## src/rtl/priority_dec_collector.sv

```systemverilog
`default_nettype none
// =============================================================================
// priority_dec_collector: decodes a stream of encoded indices into a one-hot
// bitmap frame, closed by the index flagged last.   Rev 1.0
// =============================================================================
module priority_dec_collector #(
  parameter int IDX_W = 3,
  localparam int N = 2 ** IDX_W
) (
  input  logic             clk,
  input  logic             rst_n,
  input  logic             en,
  input  logic [IDX_W-1:0] idx,
  input  logic             idx_valid,
  input  logic             idx_last,
  output logic             idx_ready,
  output logic [N-1:0]     vec,
  output logic [IDX_W:0]   vec_cnt,
  output logic             vec_dup,
  output logic             vec_valid,
  input  logic             vec_ready
);

  localparam logic [IDX_W:0] CNT_MAX = (IDX_W+1)'(N);
  localparam logic [IDX_W:0] CNT_ONE = (IDX_W+1)'(1);

  typedef enum logic [1:0] {
    IDLE    = 2'd0,
    COLLECT = 2'd1,
    HOLD    = 2'd2
  } state_t;

  state_t         state_q, state_d;
  logic [N-1:0]   acc_q, acc_d;
  logic [IDX_W:0] cnt_q, cnt_d;
  logic           dup_q, dup_d;

  logic           w_accept;
  logic [N-1:0]   w_onehot;

  assign idx_ready = en & (state_q != HOLD);
  assign w_accept  = idx_valid & idx_ready;
  assign w_onehot  = N'(1) << idx;

  assign vec       = acc_q;
  assign vec_cnt   = cnt_q;
  assign vec_dup   = dup_q;
  assign vec_valid = (state_q == HOLD);

  always_ff @(posedge clk) begin
    if (!rst_n) begin
      state_q <= IDLE;
      acc_q   <= '0;
      cnt_q   <= '0;
      dup_q   <= 1'b0;
    end else begin
      state_q <= state_d;
      acc_q   <= acc_d;
      cnt_q   <= cnt_d;
      dup_q   <= dup_d;
    end
  end

  always_comb begin
    state_d = state_q;
    acc_d   = acc_q;
    cnt_d   = cnt_q;
    dup_d   = dup_q;
    case (state_q)
      IDLE: begin
        if (w_accept) begin
          acc_d   = w_onehot;
          cnt_d   = CNT_ONE;
          dup_d   = 1'b0;
          state_d = idx_last ? HOLD : COLLECT;
        end
      end
      COLLECT: begin
        if (w_accept) begin
          // Duplicate detection must look at the bitmap before this index lands.
          acc_d   = acc_q | w_onehot;
          cnt_d   = (cnt_q == CNT_MAX) ? cnt_q : cnt_q + CNT_ONE;
          dup_d   = dup_q | acc_q[idx];
          state_d = idx_last ? HOLD : COLLECT;
        end
      end
      HOLD: begin
        if (vec_ready) begin
          acc_d   = '0;
          cnt_d   = '0;
          dup_d   = 1'b0;
          state_d = IDLE;
        end
      end
      default: begin
        state_d = IDLE;
      end
    endcase
  end

endmodule
`default_nettype wire

```

## config.mk

```make
export PLATFORM = sky130hd
export DESIGN_NAME = priority_dec_collector
export DESIGN_NICKNAME = d
export VERILOG_FILES = /design/src/rtl/priority_dec_collector.sv
export SDC_FILE = /design/constraint.sdc
export NUM_CORES = 1
export LEC_CHECK = 0
export BUFFER_PORTS_ARGS = -buffer_cell sky130_fd_sc_hd__buf_2
export CORE_UTILIZATION = 39
export DETAILED_ROUTE_END_ITERATION = 6
export HOLD_SLACK_MARGIN = 0.08
export PLACE_DENSITY = 0.61
export SYNTH_ARGS = -nofsm -noshare
export SYNTH_HDL_FRONTEND = slang
export SYNTH_SLANG_ARGS = --single-unit
```

## constraint.sdc

```tcl
create_clock -name clk -period 2 [get_ports clk]
set_clock_uncertainty 0.1 [all_clocks]
set_input_delay 0.1 -clock clk [delete_from_list [all_inputs] [get_ports clk]]
set_output_delay 0.1 -clock clk [all_outputs]
set_load 0.01 [all_outputs]
```

==> results.cfg <==
[logic_synthesis]
synth_edf_count = 0
synth_nets = 99
ys.flop_type = dfxtp_1
synth.top_cell.area_share_pct = 36.0
ys_seq_area_share_pct = 36.0
synth_largest_area_cell = dfxtp_1
ys_top_cells_by_area = dfxtp_1, ha_1, a22o_1
synth-seq-cells = 15
syn_area_um2 = 835
avgSynthCellArea_um2 = 9.94
async_flop_share_pct = 0
yosys_warnings = 0
synth_cell_types = 33
synthCells = 84

[critical_path]
critPathTopFamily = compound AO/OA/AOI/OAI gates
startpoint_type = register
slowest_delay_ps = 390
crit_path_top_delay_cell = o31a_4
cp.arrival_ps = 1940
cp.required_ps = 2080
path_class = register to register
end_kind = register
worst-path-buf-inv = 1
rrSetupSlack_ps = 130
crit_chain = inv_1, ha_1, and3b_2, a21oi_4, o31a_4, a22o_1
critPathMaxFanout = 8

[detailed_routing]
dr.pass1.iters = 4
antenna_left = 0
avgViaCountPerCell = 5.30
drc = 0
avgRoutedWirePerCell_um = 12.6
drt_first_iter_violations = 25
vias = 758
wl_um = 1800

[worst_hold_path]
hold_path_class = primary input to register

[floorplan]
die_h_um = 48.3
row_count = 16
core_region_area_um2 = 1980
die_w_um = 48.3
io_pins = 24
start_util_pct = 42.1
die_area_um2 = 2330

[sta]
period_share_pct = 93.4
period_minus_slack_ps = 1870
setup_ws_ps = 132
finalSetupViolations = 0
rsz0062_at_grt = no
fmax_mhz = 535
drv_slew = 0
slew-limit-headroom_pct = 74.0
worst_pin_slew_ps = 380
fin_tns_setup_ps = 0
finalHoldViolations = 0

[power_and_ir_drop]
peakVddDrop_uv = 398
switchingPower_uw = 194
switching_share_pct = 29.6
power_uw = 656
sequentialPowerShare_pct = 49.0
powerDensity_nw_per_um2 = 605
combPwrFrac_pct = 24.7
p_clk_share_pct = 26.4
internal_power_uw = 461
p_leak_uw = 0.000473

[clock_network]
cts_buffers = 3
clockRootBuffer = clkbuf_4
clk_pin_slew_ps = 90
cts_max_path_buffers = 2
tritoncts = yes
cts_setup_buffers = 0
worstSkewPairLatency_ps = 280
cts-htree-levels = 1
cts.sinks = 15

[status]
status = finished, final reports clean

[cells_and_area]
layout.cells.most_common = buf_2
syn_to_final_growth_pct = 29.8
n_antenna_cell = 0
most-common-layout-cells = buf_2, dfxtp_1, inv_1
num-nets-final = 132
layout-drive-gt1-share_pct = 35.3

[place]
io_buffers = 23
dp_slack_ps = 28.7
gp_congestion = 0.712
dp_hpwl_um = 1340

[job]
cap_violations = 0

[grt]
grt_pass1_vias = 629
grt_use_total_pct = 18.3
grt_max_degree = 9
grt_first_pass_wirelength_um = 2830
grt-ovfl-total = 0
antenna_found_initial = 0
==> kinds of logic (layout without fill, tap and decap cells) <==
logic type      count (synthesis)  after routing  share of synthesized area (%)
compound gates                 21             21                           21.0
simple gates                   29             29                           21.0
buf+inv                         8             40                           3.60
mux                             5              5                           9.45
fa+ha+maj                       6              6                           9.00
flops                          15             15                           36.0
==> worst register-to-register path: cells and delay by family, from the launching register on <==
| kind | cells | cell delay (ps) |
|---|---|---|
| AOI/OAI and AO/OA | 3 | 700 |
| and+or+nand+nor | 1 | 300 |
| buffers and inverters | 1 | 60 |
| adders and majority gates | 1 | 240 |
| DFF | 1 | 360 |
==> final cells by class <==
type                       count  area [µm²]
fill                         188         898
tap                           27        33.8
timing repair buffer          28         160
inverter                       8        30.0
clock buffer                   4        26.3
multi-input combinational     61         532
sequential                    15         302
==> synthesized netlist by cell type, drive strengths merged (3+ instances only) <==
| cell type | instances |
|---|---|
| mux2i | 3 |
| a22o | 6 |
| nor2 | 7 |
| ha | 6 |
| inv | 8 |
| nand2 | 4 |
| dfxtp | 15 |
| a21oi | 5 |
==> repair_timing <==
item | in CTS | in global routing
resized for setup | 0 | 6
endpoints found under the hold margin | 7 | 0
setup endpoints to repair | 0 | 10
hold buffers | 3 | 0
==> power groups by stage <==
stage	registers (µW)	clock network [µW]	logic, µW
6_report	321	173	162
5_1_grt	323	204	180
4_1_cts	321	179	149
3_5_place_dp	327	0	144
3_3_place_gp	327	0	144
2_1_floorplan	330	0	91.9
==> metrics by stage <==
stage	hold slack, ps	utilization (%)	std cells	instance area (µm²)
global placement	327	50.4	136	998
CTS	134	53.2	143	1050
floorplan	151	-	84	835
detailed placement	313	50.4	136	998
global route	132	54.7	143	1080
finish	143	54.7	143	1080
==> registers in the layout (all words and copies together), names as in the netlist <==
| register | flops |
|---|---|
| vec_cnt | 4 |
| vec_dup | 1 |
| vec | 8 |
| state_q | 2 |
==> per-layer routing <==
metal | wire length (µm) | GRT usage (%)
met4 | 23 | 8.33
met1 | 834 | 23.6
met3 | 73 | 5.56
met2 | 868 | 28.0
met5 | 0 | 0
==> worst paths after layout <==
| kind | from | to | cells past startpoint |
|---|---|---|---|
| worst min-delay path | idx[0] | vec[0] | 3 |
| worst min register to register | vec_dup | vec_dup | 2 |
| worst max register to register | state_q[0] | vec[2] | 6 |
| worst max-delay path | state_q[0] | vec[2] | 6 |
Power figures use the tool's default switching activity.
